**src/rtl/mem_access_unit.sv**
```systemverilog
// mem_access_unit: MAR/MDR owner that sequences fixed-latency RAM reads and writes
module mem_access_unit #(
   parameter int ADDR_W = 9,
   parameter int DATA_W = 32,
   parameter int RD_LAT = 2,
   parameter int WR_LAT = 1
) (
   input  logic              clock,
   input  logic              reset,
   input  logic              clear,
   input  logic              MARin,
   input  logic              MDRin,
   input  logic              MD_read,
   input  logic              Write,
   input  logic [DATA_W-1:0] bus_in,
   output logic [ADDR_W-1:0] mar_q,
   output logic [DATA_W-1:0] mdr_q,
   output logic [ADDR_W-1:0] ram_addr,
   output logic              ram_re,
   output logic              ram_we,
   output logic [DATA_W-1:0] ram_wdata,
   input  logic [DATA_W-1:0] ram_rdata,
   output logic              mem_busy,
   output logic              mem_done,
   output logic              err_overlap
);
   typedef enum logic [1:0] {IDLE, RD_WAIT, WR_WAIT} state_t;
   state_t              state_q, state_d;
   logic [3:0]          cnt_q, cnt_d;
   logic [ADDR_W-1:0]   mar_d, ram_addr_q, ram_addr_d;
   logic [DATA_W-1:0]   mdr_d, ram_wdata_q, ram_wdata_d;
   logic                ram_re_q, ram_re_d, ram_we_q, ram_we_d;
   logic                busy_q, busy_d, done_q, done_d, err_q, err_d;
   assign ram_addr    = ram_addr_q;
   assign ram_wdata   = ram_wdata_q;
   assign ram_re      = ram_re_q;
   assign ram_we      = ram_we_q;
   assign mem_busy    = busy_q;
   assign mem_done    = done_q;
   assign err_overlap = err_q;
   // next state: register loads, request acceptance, wait countdown (counter reaches 0 on the cycle before completion), clear
   always_comb begin
      state_d     = state_q;
      cnt_d       = cnt_q;
      mar_d       = MARin ? bus_in[ADDR_W-1:0] : mar_q;
      mdr_d       = MDRin ? bus_in : mdr_q;
      ram_addr_d  = ram_addr_q;
      ram_wdata_d = ram_wdata_q;
      ram_re_d    = 1'b0;
      ram_we_d    = 1'b0;
      busy_d      = busy_q;
      done_d      = 1'b0;
      err_d       = err_q;
      if (state_q == IDLE) begin
         if (MD_read && Write) begin
            err_d = 1'b1;
         end else if (MD_read || Write) begin
            ram_addr_d  = mar_q;
            ram_wdata_d = Write ? mdr_q : ram_wdata_q;
            ram_re_d    = MD_read;
            ram_we_d    = Write;
            cnt_d       = MD_read ? 4'(RD_LAT) : 4'(WR_LAT);
            busy_d      = 1'b1;
            state_d     = MD_read ? RD_WAIT : WR_WAIT;
         end
      end else begin
         if (MD_read || Write) err_d = 1'b1;
         if (cnt_q == 4'd0) begin
            mdr_d   = (state_q == RD_WAIT) ? ram_rdata : mdr_d;
            done_d  = 1'b1;
            busy_d  = 1'b0;
            state_d = IDLE;
         end else begin
            cnt_d = cnt_q - 4'd1;
         end
      end
      if (clear) begin
         state_d     = IDLE;
         cnt_d       = '0;
         mar_d       = '0;
         mdr_d       = '0;
         ram_addr_d  = '0;
         ram_wdata_d = '0;
         ram_re_d    = 1'b0;
         ram_we_d    = 1'b0;
         busy_d      = 1'b0;
         done_d      = 1'b0;
         err_d       = 1'b0;
      end
   end
   // state and output registers, all zeroed by the async reset
   always_ff @(posedge clock or negedge reset) begin
      if (!reset) begin
         state_q     <= IDLE;
         cnt_q       <= '0;
         mar_q       <= '0;
         mdr_q       <= '0;
         ram_addr_q  <= '0;
         ram_wdata_q <= '0;
         ram_re_q    <= 1'b0;
         ram_we_q    <= 1'b0;
         busy_q      <= 1'b0;
         done_q      <= 1'b0;
         err_q       <= 1'b0;
      end else begin
         state_q     <= state_d;
         cnt_q       <= cnt_d;
         mar_q       <= mar_d;
         mdr_q       <= mdr_d;
         ram_addr_q  <= ram_addr_d;
         ram_wdata_q <= ram_wdata_d;
         ram_re_q    <= ram_re_d;
         ram_we_q    <= ram_we_d;
         busy_q      <= busy_d;
         done_q      <= done_d;
         err_q       <= err_d;
      end
   end
endmodule
```
**config.mk**
```make
export PLATFORM = sky130hd
export DESIGN_NAME = mem_access_unit
export DESIGN_NICKNAME = d
export VERILOG_FILES = /design/src/rtl/mem_access_unit.sv
export SDC_FILE = /design/constraint.sdc
export NUM_CORES = 1
export LEC_CHECK = 0
export CORE_UTILIZATION = 40
export CTS_CLUSTER_SIZE = 16
export DETAILED_ROUTE_END_ITERATION = 8
export PLACE_DENSITY = 0.76
export SETUP_SLACK_MARGIN = 0.4
export SYNTH_ARGS = -nofsm -noshare
export SYNTH_HDL_FRONTEND = slang
export SYNTH_SLANG_ARGS = --single-unit
```
**constraint.sdc**
```tcl
create_clock -name clock -period 1.9 [get_ports clock]
set_input_delay 0.475 -clock clock [delete_from_list [all_inputs] [get_ports clock]]
set_output_delay 0.475 -clock clock [all_outputs]
set_load 0.03 [all_outputs]
```
# Word-level counts from Yosys, hierarchy flattened

Index checks and enable logic that the tools add are counted.

Input port bits: 71
Output and inout bits: 87
Register bits after elaboration: 93

Reduce and logical (&&, ||, !) cells: 15
Mux-type cells: 47
Add/subtract/negate cells: 1
Eq/ne operators: 6

Operator list:

| kind                                                                     | count |
|---|---|
| 32-bit 2-to-1 mux                                                        | 10 |
| 9-bit 2-to-1 mux                                                         | 6 |
| 4-bit 2-to-1 mux                                                         | 5 |
| 1-bit 2-to-1 mux                                                         | 19 |
| 2-bit 2-to-1 mux                                                         | 7 |
| 3-bit AND reduction                                                      | 3 |
| 2-bit nonzero test                                                       | 4 |
| 3-bit by 2-bit inequality test with 1-bit output (second input constant) | 2 |
| 3-bit inequality test (second input constant)                            | 2 |
| 3-bit nonzero test                                                       | 2 |
| 4-bit logical NOT                                                        | 1 |
| 4-bit AND reduction                                                      | 1 |
| 4-bit by 1-bit subtractor with 4-bit output (second input constant)      | 1 |
| 2-bit by 1-bit equality test with 1-bit output (second input constant)   | 1 |
| 2-bit logical NOT                                                        | 1 |
| 2-bit inequality test (second input constant)                            | 1 |
| 2-bit AND reduction                                                      | 1 |
| 1-bit logical AND                                                        | 1 |
| 1-bit logical OR                                                         | 1 |

# Logic depth before layout (Yosys ltp)

Gate-level depths: netlist (run 1).

Word-level depth: 5
Depth in mapped cells: 7
Depth with buffers taken out: 5

# Least setup slack after synthesis (run 1)

Ideal clock, no wire load.

Path type: register to register
Start: reg cnt_q[0]
End: reg mdr_q[26]
Required time: 1.750 ns
Arrival: 1.625 ns
Clock period less this slack: 1.774 ns
Stages on the path, launching flop included: 8
Slack: 0.126 ns
Path through: dfrtp_1 > inv_1 > ha_1 > or3b_4 > clkbuf_1 > buf_2 > nor3_1 > a211oi_2

Longest elaborated chain between the ends: 4

RTL lines:

| what                     | line | RTL |
|---|---|---|
| start: declaration       | 29   | `logic [3:0] cnt_q, cnt_d;` |
| start signal: assignment | 107  | `cnt_q <= cnt_d;` |
| 4-bit logical NOT        | 68   | `if (cnt_q == 4'd0) begin` |
| 32-bit 2-to-1 mux        | 68   |  |
| 32-bit 2-to-1 mux        | 54   | `if (state_q == IDLE) begin` |
| 32-bit 2-to-1 mux        | 77   | `if (clear) begin` |
| net mdr_d[26]            | 31   | `logic [DATA_W-1:0] mdr_d, ram_wdata_q, ram_wdata_d;` |
| end signal: assignment   | 109  | `mdr_q <= mdr_d;` |
| end: declaration         | 17   | `output logic [DATA_W-1:0] mdr_q,` |

The timed path passes the listed nets, and every way through them passes these cells.
A chain may end at the register's enable or synchronous reset.

# Worst setup path after layout (run 1)

Start: reg cnt_q[1]
End: reg mdr_q[1]

Same word-level chain as after synthesis.

==> results_dict.tcl, run 1 <==
set metrics [dict create \
    hp-class "in -> async" \
    worst_setup_path_end_kind "register" \
    sw_frac_of_total 0.347 \
    synth_compound_area_frac 0.167 \
    tightest_slew_ns 0.630 \
    cts_hold_buffers 0 \
    first_pass_iters 5 \
    syn_inst 395 \
    p_seq_frac 0.418 \
    synth_top_family_by_area "compound AO/OA/AOI/OAI gates" \
    setup_tns_ns 0 \
    dieArea_sq_mm 0.0112 \
    clock_power_share 0.269 \
    drc 0 \
    synth_area_per_cell_sq_um 10.9 \
    numCtsBuffers 9 \
    ys_async_sr_fraction 1.00 \
    pin_count 158 \
    fillers 752 \
    synthSimpleGateAreaFrac 0.143 \
    synth_ff_type "dfrtp_1" \
    routabilityCongestion 0.842 \
    viasPerCell 5.39 \
    required_ns 2.17 \
    antenna_found_initial 0 \
    core-area_sq_mm 0.0104 \
    hpwlAfterDp_mm 8.70 \
    worstPathArrival_ns 2.14 \
    skew_ns 0.0148 \
    seq_area_frac_synth 0.540 \
    grt_max_degree 94 \
    insertion_delay_ns 0.36 \
    io_buffers 157 \
    comb_power_share 0.313 \
    cts_tree "built" \
    synth_cell_types 37 \
    rsz0062_at_grt "yes" \
    root_buffer "clkbuf_8" \
    syn2layout_area_growth_pct 66.5 \
    drv_slew 0 \
    die_x_um 106 \
    finalCriticalPeriod_ns 1.88 \
    internal_power_mw 3.45 \
    grt_remaining_overflow 0 \
    ys_warn_count 0 \
    cts.reportedPaths.clkPinSlew_ns 0.11 \
    diodes 0 \
    netlist.area_leader.share 0.540 \
    switchingPower_mw 1.83 \
    synth_mux_area_frac 0.0986 \
    die_y_um 106 \
    clockBufferDepth 2 \
    setup_violations 0 \
    dr_total_vias 3910 \
    worst-setup-path-type "reg -> reg" \
    drive_gt1_frac 0.549 \
    status "completed" \
    vdd_drop_max_uv 417 \
    htree_levels 3 \
    initial_core_util 0.416 \
    synth_xor_area_frac 0.00406 \
    cp_max_fo 13 \
    grt_pass1_vias 3951 \
    syn_nets 467 \
    cp-start-kind "register" \
    ys_ff_latch 93 \
    synth_most_common_cell "dfrtp_1" \
    synth_edf_count 0 \
    p_per_area_mw_per_mm2 735 \
    fmax_mhz 533 \
    synth_adder_area_share 0.00290 \
    nets 657 \
    avgRoutedWirePerCell_um 20.4 \
    pre_cts_ws_ns -0.132 \
    synthTopCellsByCount "dfrtp_1, nand2_1, mux2i_1, nor3_1, a21oi_1" \
    fin_crit_sh 0.988 \
    num_rows 37 \
    cts.sinks 93 \
    synthTopCellsByArea "dfrtp_1, mux2i_1, a211oi_2" \
    postRouteAntennaNets 0 \
    drt_first_iter_violations 171 \
    relSlewSlack 0.580 \
    grt_pass1_wl_mm 21.8 \
    grt_usage 0.254 \
    setup_ws_ns 0.0236 \
    hold_viol 0 \
    netlist_area_sq_mm 0.00431 \
    maxCapViolCount 0 \
    wl_mm 14.8 \
    p_leak_nw 3.30 \
    yosys.area.top_type "dfrtp_1" \
]
-- flip-flops by register name, indices dropped and copies added (netlist names) --
register,count
ram_re,1
err_overlap,1
cnt_q,4
mdr_q,32
mem_busy,1
mem_done,1
ram_addr,9
ram_wdata,32
ram_we,1
state_q,2
mar_q,9
-- through the flow --
step	utilization	power, mW	area, sq um	cells	hold WS, ns
after floorplan	-	2.94	4450	395	0.179
after global placement	0.595	3.48	6170	677	0.495
after detailed placement	0.595	3.51	6170	677	0.499
after CTS	0.651	5.09	6760	716	0.180
after global routing	0.692	5.45	7180	726	0.175
final	0.692	5.28	7180	726	0.123
-- final cells by class --
type | count | area [sq um] | area share
multi-input combinational | 263 | 2530 | 0.353
sequential | 93 | 2330 | 0.324
timing repair buffer | 216 | 1940 | 0.270
tap | 136 | 170 | 0.0237
clock buffer | 9 | 124 | 0.0173
clock inverter | 7 | 78.8 | 0.0110
inverter | 2 | 7.51 | 0.00105
-- cell families after synthesis --
logic type	Yosys count
simple gates	133
fa+ha+maj	1
mux	42
xor+xnor	2
compound gates	85
buf+inv	39
flops	93
-- metal layers --
layer | wire (um) | track usage | vias up
li1 | - | - | 1786
met1 | 6090 | 0.329 | 1980
met2 | 7930 | 0.451 | 121
met3 | 502 | 0.0210 | 23
met4 | 284 | 0.0764 | 0
met5 | 0 | 0 | -
-- layout by cell type (no fill, tap or decap), drive strengths merged, types with 3 or more instances in the layout --
cell type,n
buf,138
mux2i,41
clkbuf,20
nand2b,3
nor3,39
a211oi,34
nand2,65
inv,7
a21oi,35
nor2,13
clkdlybuf4s50,65
dfrtp,93
a22o,9
-- path summary, 6_finish.rpt --
kind / from / endpoint / slack [ns] / cells past startpoint
max reg2reg: cnt_q[1]$_DFFE_PN0P_ / mdr_q[1]$_DFF_PN0_ / 0.02 / 6
min reg2reg: ram_addr[4]$_DFFE_PN0P_ / ram_addr[4]$_DFFE_PN0P_ / 0.53 / 1
min: reset / ram_wdata[22]$_DFFE_PN0P_ / 0.12 / 2
min in group clock: clear / cnt_q[3]$_DFFE_PN0P_ / 0.43 / 2
max in group asynchronous: reset / state_q[0]$_DFFE_PN0P_ / 1.32 / 2
max: cnt_q[1]$_DFFE_PN0P_ / mdr_q[1]$_DFF_PN0_ / 0.02 / 6
-- power groups by stage --
stage / Clock (mW) / Sequential, mW / Combinational, mW
2_1_floorplan: 0 / 2.43 / 0.509
3_3_place_gp: 0 / 2.23 / 1.25
3_5_place_dp: 0 / 2.23 / 1.28
4_1_cts: 1.41 / 2.20 / 1.49
5_1_grt: 1.50 / 2.22 / 1.73
6_report: 1.42 / 2.20 / 1.65
-- critical path, cell delays in order (launching register included) --
cell and delay, ns:
dfrtp_1 0.42, inv_2 0.10, ha_4 0.13, or3b_4 0.40, or2_4 0.33, buf_12 0.18, a211oi_4 0.22
-- what timing repair did --
item,4_1_cts,5_1_grt
resized for setup,544,98
endpoints found under the setup margin,167,98
pin swaps,48,15
cloned,8,2
buffers inserted,15,8
(Power assumes the default switching activity.)
==> run 2, diff against run 1 <==
CELL_PAD_IN_SITES_DETAIL_PLACEMENT = 1   (was not set)
CELL_PAD_IN_SITES_GLOBAL_PLACEMENT = 2   (was not set)
CORE_UTILIZATION = 24   (was 40)
PLACE_DENSITY = not set   (was 0.76)
PLACE_DENSITY_LB_ADDON = 0.1   (was not set)
==> results_dict.tcl, run 2 (same netlist as run 1, synthesis figures left out) <==
set metrics [dict create \
    drt_first_iter_violations 66 \
    fin_cells 806 \
    hold_viol 0 \
    nets 648 \
    diodes 0 \
    grt_pass1_vias 4166 \
    cts.sinks 93 \
    grt_remaining_overflow 0 \
    postRouteAntennaNets 0 \
    routabilityCongestion 0.702 \
    cts.reportedPaths.clkPinSlew_ns 0.07 \
    hp-class "in -> async" \
    insertion_delay_ns 0.35 \
    wl_met1_mm 7.17 \
    fin_crit_sh 0.939 \
    die_x_um 136 \
    io_buffers 157 \
    fillers 1906 \
    critical-path-max-stage-delay_ns 0.41 \
    dieArea_sq_mm 0.0185 \
    numPlacedInstances 767 \
    core-area_sq_mm 0.0174 \
    first_pass_iters 4 \
    tightest_slew_ns 0.719 \
    drive_gt1_frac 0.451 \
    htree_levels 3 \
    dr_total_vias 3808 \
    worst_setup_path_end_kind "register" \
    root_buffer "clkbuf_16" \
    crit_chain "inv_2 > ha_4 > or3b_4 > or2_4 > buf_16 > a211oi_2" \
    worst-setup-path-type "reg -> reg" \
    rsz0062_at_grt "yes" \
    avgRoutedWirePerCell_um 20.1 \
    layout_common_cells "dfrtp_1, buf_2, clkdlybuf4s50_1" \
    path_delay_family "simple AND/OR/NAND/NOR gates" \
    drv_slew 0 \
    status "completed" \
    skew_ns 0.00718 \
    top_layer "met4" \
    setup_violations 0 \
    cts_tree "built" \
    wl_met2_mm 8.24 \
    grt_max_degree 35 \
    initial_core_util 0.248 \
    wl_mm 16.2 \
    finalCriticalPeriod_ns 1.78 \
    maxCapViolCount 0 \
    layout_commonest_cell "dfrtp_1" \
    drc 0 \
    cts_hold_buffers 0 \
    required_ns 2.17 \
    syn2layout_area_growth_pct 59.9 \
    num_rows 48 \
    pin_count 158 \
    cp_max_fo 8 \
    p_per_area_mw_per_mm2 822 \
    viasPerCell 4.72 \
    die_y_um 136 \
    grt_usage 0.180 \
    slowest_stage "or3b_4" \
    setup_tns_ns 0 \
    hpwlAfterDp_mm 10.4 \
    fmax_mhz 560 \
    p_leak_nw 3.18 \
    grt_pass1_wl_mm 24.6 \
    antenna_found_initial 0 \
    numCtsBuffers 9 \
    clockBufferDepth 2 \
    cp-start-kind "register" \
    vdd_drop_max_uv 420 \
    wl_met3_um 692 \
    worstPathArrival_ns 2.05 \
    critPathBufInv 2 \
    relSlewSlack 0.518 \
]
run 2: cell count changes in the layout (fill, tap and decap cells not counted), sizes merged, moves of 2 or more:
| cell | previous run | this run |
|---|---|---|
| clkbuf | 20 | 12 |
| buf | 138 | 136 |
| clkinvlp | 0 | 2 |
| inv | 7 | 5 |
run 2: path summary, 6_finish.rpt:
| kind | from | to | slack, ns | cells past startpoint |
|---|---|---|---|---|
| min in group clock | clear | ram_wdata[7]$_DFFE_PN0P_ | 0.43 | 2 |
| worst min-delay path | reset | ram_we$_DFF_PN0_ | 0.1 | 1 |
| worst max register to register | cnt_q[1]$_DFFE_PN0P_ | mdr_q[25]$_DFF_PN0_ | 0.12 | 6 |
| worst max-delay path | cnt_q[1]$_DFFE_PN0P_ | mdr_q[25]$_DFF_PN0_ | 0.12 | 6 |
| worst min register to register | ram_addr[5]$_DFFE_PN0P_ | ram_addr[5]$_DFFE_PN0P_ | 0.51 | 1 |
| max in group asynchronous | reset | ram_wdata[29]$_DFFE_PN0P_ | 1.26 | 2 |
run 2: area by class of cell:
type,count,area (sq um),share of cell area
timing repair buffer,207,1770,0.256
clock inverter,7,106,0.0154
tap,225,282,0.0408
clock buffer,9,225,0.0327
sequential,93,2330,0.338
multi-input combinational,263,2180,0.316
inverter,2,7.51,0.00109
run 2: through the flow:
step                       util  total power, mW  setup WS, ns  instance area [sq um]  hold slack (ns)
after floorplan               -             2.94         0.172                   4450            0.179
after global placement    0.363             3.56        -0.143                   6330            0.467
after detailed placement  0.363             3.57        -0.199                   6330            0.483
after CTS                 0.387             5.70         0.118                   6750            0.100
after global routing      0.396             5.91        0.0458                   6900            0.111
final                     0.396             5.67         0.115                   6900           0.0952
run 2: repair_timing:
| action | 4_1_cts | 5_1_grt |
|---|---|---|
| setup buffers | 10 | 5 |
| cloned | 7 | 1 |
| gates resized for setup | 502 | 36 |
| pin swaps | 36 | 9 |
| endpoints found under the setup margin | 167 | 86 |
run 2: power breakdown:
part	total, mW	internal, mW	leakage, nW	switching, mW
clock network	2.03	1.18	0.156	0.854
registers	2.20	2.10	1.25	0.0997
logic	1.44	0.601	1.77	0.838
total	5.67	3.88	3.18	1.79
run 2: metal layers:
layer / vias to the layer above / global-route usage
met1: 1953 / 0.236
met3: 9 / 0.0328
met4: 0 / 0.0444
met5: - / 0
li1: 1771 / -
met2: 75 / 0.303
